**src/rtl/conv_pkg.sv**
```systemverilog
// Shared types and constants for the 512-to-1024 AXI4-Stream width up-converter.
// The optional statistics counters are enabled with the CONV_PACK_STATS_EN macro.
package conv_pkg;

  localparam int IN_W_DEF  = 512;
  localparam int OUT_W_DEF = 1024;

  // LO_EMPTY: no lower half held; LO_HELD: lower half waiting for its partner
  typedef enum logic {
    LO_EMPTY = 1'b0,
    LO_HELD  = 1'b1
  } state_e;

  // Byte-enable width for a given data width
  function automatic int keep_w(input int data_w);
    return data_w / 8;
  endfunction

endpackage

```
**src/rtl/conv_axi512_to_axi1024.sv**
```systemverilog
// AXI4-Stream width up-converter: packs pairs of IN_DATA_W beats into one
// 2*IN_DATA_W beat (lower half = earlier beat). Odd-length packets end in a
// half-filled beat with upper keep zero. Output is registered.
// Optional macro CONV_PACK_STATS_EN adds the stat_pkts/stat_beats counters.
module conv_axi512_to_axi1024
  import conv_pkg::*;
#(
  parameter int IN_DATA_W = IN_W_DEF,
  parameter int CNT_W     = 32
) (
  input  logic                       clk,
  input  logic                       rst,
  output logic                       in_ready,
  input  logic [IN_DATA_W-1:0]       in_data,
  input  logic [IN_DATA_W/8-1:0]     in_keep,
  input  logic                       in_valid,
  input  logic                       in_last,
  input  logic                       out_ready,
  output logic [2*IN_DATA_W-1:0]     out_data,
  output logic [2*IN_DATA_W/8-1:0]   out_keep,
  output logic                       out_valid,
  output logic                       out_last
`ifdef CONV_PACK_STATS_EN
  ,
  output logic [CNT_W-1:0]           stat_pkts,
  output logic [CNT_W-1:0]           stat_beats
`endif
);

  localparam int IN_KEEP_W  = keep_w(IN_DATA_W);
  localparam int OUT_DATA_W = 2 * IN_DATA_W;
  localparam int OUT_KEEP_W = keep_w(OUT_DATA_W);

  // Handshake: a beat moves on a port when its valid and ready are both high in
  // the same cycle. in_ready depends only on out_ready and registered state
  // (never on in_valid), and out_* stay frozen while out_valid && !out_ready.

  state_e                  state_q, state_d;
  logic [IN_DATA_W-1:0]    hold_data_q, hold_data_d;
  logic [IN_KEEP_W-1:0]    hold_keep_q, hold_keep_d;
  logic [OUT_DATA_W-1:0]   out_data_q, out_data_d;
  logic [OUT_KEEP_W-1:0]   out_keep_q, out_keep_d;
  logic                    out_valid_q, out_valid_d;
  logic                    out_last_q, out_last_d;

  logic slot_free;
  logic in_xfer;
  logic out_xfer;

  assign slot_free = !out_valid_q || out_ready;
  assign in_ready  = slot_free;
  assign in_xfer   = in_valid && slot_free;
  assign out_xfer  = out_valid_q && out_ready;

  // Next-state and datapath: drain first, then a completing beat may reload
  always_comb begin
    state_d     = state_q;
    hold_data_d = hold_data_q;
    hold_keep_d = hold_keep_q;
    out_data_d  = out_data_q;
    out_keep_d  = out_keep_q;
    out_valid_d = out_valid_q;
    out_last_d  = out_last_q;

    if (out_xfer) begin
      out_valid_d = 1'b0;
    end

    if (in_xfer) begin
      unique case (state_q)
        LO_EMPTY: begin
          if (in_last) begin
            // Single-beat tail or one-beat packet: upper half empty
            out_data_d  = {{IN_DATA_W{1'b0}}, in_data};
            out_keep_d  = {{IN_KEEP_W{1'b0}}, in_keep};
            out_valid_d = 1'b1;
            out_last_d  = 1'b1;
          end else begin
            hold_data_d = in_data;
            hold_keep_d = in_keep;
            state_d     = LO_HELD;
          end
        end
        LO_HELD: begin
          out_data_d  = {in_data, hold_data_q};
          out_keep_d  = {in_keep, hold_keep_q};
          out_valid_d = 1'b1;
          out_last_d  = in_last;
          state_d     = LO_EMPTY;
        end
        default: state_d = LO_EMPTY;
      endcase
    end
  end

  // State, holding and output registers
  always_ff @(posedge clk) begin
    if (rst) begin
      state_q     <= LO_EMPTY;
      hold_data_q <= '0;
      hold_keep_q <= '0;
      out_data_q  <= '0;
      out_keep_q  <= '0;
      out_valid_q <= 1'b0;
      out_last_q  <= 1'b0;
    end else begin
      state_q     <= state_d;
      hold_data_q <= hold_data_d;
      hold_keep_q <= hold_keep_d;
      out_data_q  <= out_data_d;
      out_keep_q  <= out_keep_d;
      out_valid_q <= out_valid_d;
      out_last_q  <= out_last_d;
    end
  end

  assign out_data  = out_data_q;
  assign out_keep  = out_keep_q;
  assign out_valid = out_valid_q;
  assign out_last  = out_last_q;

`ifdef CONV_PACK_STATS_EN
  logic [CNT_W-1:0] pkts_q, pkts_d;
  logic [CNT_W-1:0] beats_q, beats_d;

  // Counters advance on accepted output beats and wrap naturally
  always_comb begin
    pkts_d  = pkts_q;
    beats_d = beats_q;
    if (out_xfer) begin
      beats_d = beats_q + CNT_W'(1);
      if (out_last_q) begin
        pkts_d = pkts_q + CNT_W'(1);
      end
    end
  end

  // Statistics registers
  always_ff @(posedge clk) begin
    if (rst) begin
      pkts_q  <= '0;
      beats_q <= '0;
    end else begin
      pkts_q  <= pkts_d;
      beats_q <= beats_d;
    end
  end

  assign stat_pkts  = pkts_q;
  assign stat_beats = beats_q;
`endif

endmodule

```
**config.mk**
```make
export PLATFORM = sky130hd
export DESIGN_NAME = conv_axi512_to_axi1024
export DESIGN_NICKNAME = d
export VERILOG_FILES = /design/src/rtl/conv_pkg.sv /design/src/rtl/conv_axi512_to_axi1024.sv
export SDC_FILE = /design/constraint.sdc
export NUM_CORES = 2
export LEC_CHECK = 0
export CAP_MARGIN = 20
export CORE_AREA = 2 2 673 675
export DETAILED_ROUTE_END_ITERATION = 10
export DIE_AREA = 0 0 675 677
export PLACE_DENSITY = 0.32
export SYNTH_ARGS = -nofsm -noshare
export SYNTH_HDL_FRONTEND = slang
export SYNTH_SLANG_ARGS = --single-unit
```
**constraint.sdc**
```tcl
create_clock -name clk -period 1.9 [get_ports clk]
set_clock_uncertainty 0.05 [all_clocks]
set_input_delay 0.38 -clock clk [delete_from_list [all_inputs] [get_ports clk]]
set_output_delay 0.38 -clock clk [all_outputs]
set_load 0.02 [all_outputs]
```
Word level (Yosys, flattened, before mapping):

Cells that the tools add are included.

* bits in registers: 1731
* input port bits: 581
* output and inout port bits: 1155

* reductions and logical operators: 6
* eq/ne operators: 1
* bitwise operators: 2
* multiplexer cells: 12

Operator list (count)
* 1024-bit one-hot mux with 2 select lines: 1
* 1024-bit 2-to-1 mux: 1
* 128-bit one-hot mux with 2 select lines: 1
* 128-bit 2-to-1 mux: 1
* 1-bit one-hot mux with 2 select lines: 3
* 1-bit 2-to-1 mux: 5
* 3-bit AND reduction: 1
* 1-bit logical AND: 2
* 2-bit inequality test (second input constant): 1
* 1-bit NOT: 2
* 2-bit AND reduction: 1
* 1-bit zero test: 1
* 1-bit logical OR: 1

Longest topological paths before layout:

* depth after elaboration: 5
* depth in mapped cells: 7
* depth with buffers taken out: 3

Worst setup path before layout:

Ideal clock, no wire load.

* path type: input to register
* start point: input rst
* end point: register out_data_q[53], in the netlist out_data[53]
* setup slack: 0.204 ns
* path buffers: 5
* arrival time: 1.500 ns
* cell stages on the path: 6
* setup time: 0.146 ns
* data required time: 1.704 ns
* cell sequence: buf_2 buf_2 buf_2 buf_2 clkbuf_1 a211oi_2

RTL lines
* start, declared: RTL line conv_axi512_to_axi1024.sv:12 `input logic rst,`
* end signal, assigned: RTL line conv_axi512_to_axi1024.sv:110 `out_data_q <= out_data_d;`
* end, declared: RTL line conv_axi512_to_axi1024.sv:41 `logic [OUT_DATA_W-1:0] out_data_q, out_data_d;`

No word-level cell between the ends.

Worst setup path in the final report:

* start point: register out_valid_q, in the netlist out_valid
* end point: output in_ready

* cells in the longest elaborated chain, start to end: 2

Ends and longest elaborated chain
* start, declared: RTL line conv_axi512_to_axi1024.sv:43 `logic out_valid_q, out_valid_d;`
* start signal, assigned: RTL line conv_axi512_to_axi1024.sv:112 `out_valid_q <= out_valid_d;`
* 1-bit zero test: RTL line conv_axi512_to_axi1024.sv:50 `assign slot_free = !out_valid_q || out_ready;`
* 1-bit logical OR: RTL line conv_axi512_to_axi1024.sv:50
* end, declared: RTL line conv_axi512_to_axi1024.sv:13 `output logic in_ready,`

No other way between the ends.

==> run metrics <==
DRC violations left 0; final setup fails between 1500 and 2000; routability cong. between 0.8 and 0.9; max_slew headroom between 50% and 60%; port bufs 1735; # fillers 47678; post-synthesis instance total approximately 6500; synth cell count leaders 1731 x dfxtp_1, 1153 x nand2b_1, 1152 x mux2i_1, 577 x a31oi_1, 576 x a22o_1; asr flop ratio synth 0%; Critical-path top delay cell dfxtp_2; final non-filler cell total 14747; Total Power 105 mW; CP bufs+invs 3; Initial Utilization 16.2%; Hold Path Class in2reg; crit-path max FO 2; #FFs+latches synth about 1700; final hold violations 0; CTS sink count between 1500 and 2000; final wirelength 413000 um; global-route wire length before repair between 500000 and 600000 um; YS warnings 0; multi-input logic area 34500 sq um; vias in the first global route 62281; grt total ovfl 0; fin util 25.0%; Avg Inst Size Synth ~11 sq um; Max Root-Sink Buffers 4; Final Net Count 9140; P&R area growth vs syn 54.6%; synthesized area ~73000 sq um; syn_nets about 7000; max frequency 438 MHz; DP Cell Count 14095; Worst Path Class, Setup reg2out; Core Rows about 250; antenna-violating nets left 0; failing checks negative setup slack; status complete, but fails checks; Ports 1736; Top FF cell, synth dfxtp_1; cell taking the most area after synthesis dfxtp_1; setup ws final -381 ps; CTS tree done; Worst Path Arrival 1850 ps; Worst Setup End Kind output port; Final min period between 2000 and 2500 ps; clock-pin transition on the worst setup and hold timing paths 60 ps; Max Cap Viol 0; slowest stage delay, CP 350 ps; hpwl dp 317000 um; gr usage total between 15 and 20%; CP most frequent cell buf_12; Die Wd 675 um; post-synth cell types 24; total CTS buffers 229; most frequent cell after synthesis dfxtp_1; clock root cell clkbuf_16; unrepaired setup endpoints after global routing true; Req. time, crit path 1470 ps; share of the synthesized area in the top cell type 47.6%; Die Height 677 um; detailed router's first-iteration violation count about 3300; delay-heaviest family, CP buffers and inverters; pwr/cell area roughly 930 nW/um^2; VDD IR-drop max 0.000770 V; pin count of the biggest net entering global routing 126; Critical Path Source Type flip-flop; Vias/cell 4.15; crit path cell chain nand2b_4 > buf_12 > buf_16 > buf_12; per-cell routed wire length 28.0 um; slew of the pin with the lowest slew margin 745 ps; H-tree depth 4; synth top area cells dfxtp_1 48%, mux2i_1 16%, nand2b_1 9.9%, a211oi_2 9.1%, a22o_1 6.9%; Vias 61139; initial antenna violation count approximately 130; Seq/Total Area, Yosys 47.6%; LEAKAGE 42.3 nW; Pre-antenna DRT Iters 5; Max Slew Vio Count 0; core box area 451000 sq um; layout cell share with drive strength beyond 1 roughly two fifths; fin crit share 120%; die footprint 457000 sq um; Post-synth EDFFs 0; Skew-Pair Late Insertion Delay 940 ps; Reg area 35900 sq um
[final timing paths]
kind	end	cells past startpoint	slack, ps	start
hold reg to reg	hold_data_q[501]	2	420	hold_data_q[501]
setup / recovery	in_ready	4	-380	out_valid
setup reg to reg	hold_data_q[435]	8	-330	out_valid
hold / removal	hold_data_q[32]	3	100	in_data[32]
[area by class of cell]
class | count | area share (%)
flip-flops and latches | 1731 | 31.9
clock inverters | 66 | 0.696
repair buffers | 2550 | 23.9
well taps | 5976 | 6.65
diodes | 27 | 0.0601
inverters | 1 | 0.00334
clock buffers | 350 | 6.07
multi-input cells | 4046 | 30.7
[worst register-to-register path: cells and delay by family, from the launching register on]
kind,cells,cell delay [ps]
muxes,1,220
buffers and inverters,5,1080
and+or+nand+nor,2,460
DFF,1,330
[cell usage in the layout, fill, tap and decap left out, types with 2 or more instances in the layout]
cell type and count:
bufinv_16 12, bufbuf_16 3, a31oi_1 576, buf_4 653
clkbuf_8 58, dlygate4sd3_1 109, buf_6 860, clkinv_2 40
clkbuf_16 238, a211oi_2 529, dfxtp_4 56, dfxtp_1 844
clkinvlp_4 4, mux2i_1 1150, clkinv_16 3, inv_6 2
inv_16 3, diode_2 27, clkbuf_1 60, dlygate4sd2_1 132
nand2b_1 1152, buf_12 170, buf_8 20, buf_2 4
clkdlybuf4s50_1 578, buf_16 10, a22o_1 576, a21oi_1 2
a211oi_1 47, and3_4 2, clkdlybuf4s15_1 2, dfxtp_2 831
[state kept, by name (all words and copies together), names as in the netlist]
name and count:
out_last 1, out_keep 128, hold_data_q 512, state_q 1
out_data 1024, out_valid 1, hold_keep_q 64
[layer usage]
metal / global-route usage, % / wire length [um] / vias up
met5: 0 / 465 / -
met4: 4.52 / 12200 / 72
met3: 4.03 / 23500 / 564
met2: 30.9 / 209000 / 1603
met1: 20.1 / 168000 / 30794
li1: - / - / 28106
[stage by stage]
| stage | TNS, ps | cell area (sq um) | hold WS, ps | setup slack [ps] |
|---|---|---|---|---|
| 2_1_floorplan | 0 | 72800 | 398 | 204 |
| 3_3_place_gp | -1062730 | 100000 | 407 | -765 |
| 3_5_place_dp | -1055720 | 100000 | 410 | -758 |
| 4_1_cts | -335970 | 111000 | 0.479 | -514 |
| 5_1_grt | -323100 | 112000 | 37.2 | -458 |
| 6_report | -203680 | 112000 | 101 | -381 |
[report_power, final]
group	leakage, nW	total, mW	internal, mW	switching (mW)
clock	3.76	44.9	26.3	18.6
sequential	14.5	40.1	38.6	1.51
combinational	24.0	19.8	8.74	11.0
[logic make-up after synthesis]
family,count (synthesis),synth area share [%]
buffers and inverters,709,5.05
DFF,1731,47.6
AOI/OAI and AO/OA,1732,21.5
and+or+nand+nor,1162,9.99
muxes,1152,15.8
[what timing repair did]
item	4_1_cts	5_1_grt
setup endpoints to repair	2507	2514
pin swaps	0	1
hold endpoints to repair	166	0
buffers inserted	74	15
gates resized for setup	5540	1534
gates cloned	3	8
hold buffers	109	0
Power figures use the tool's default switching activity.
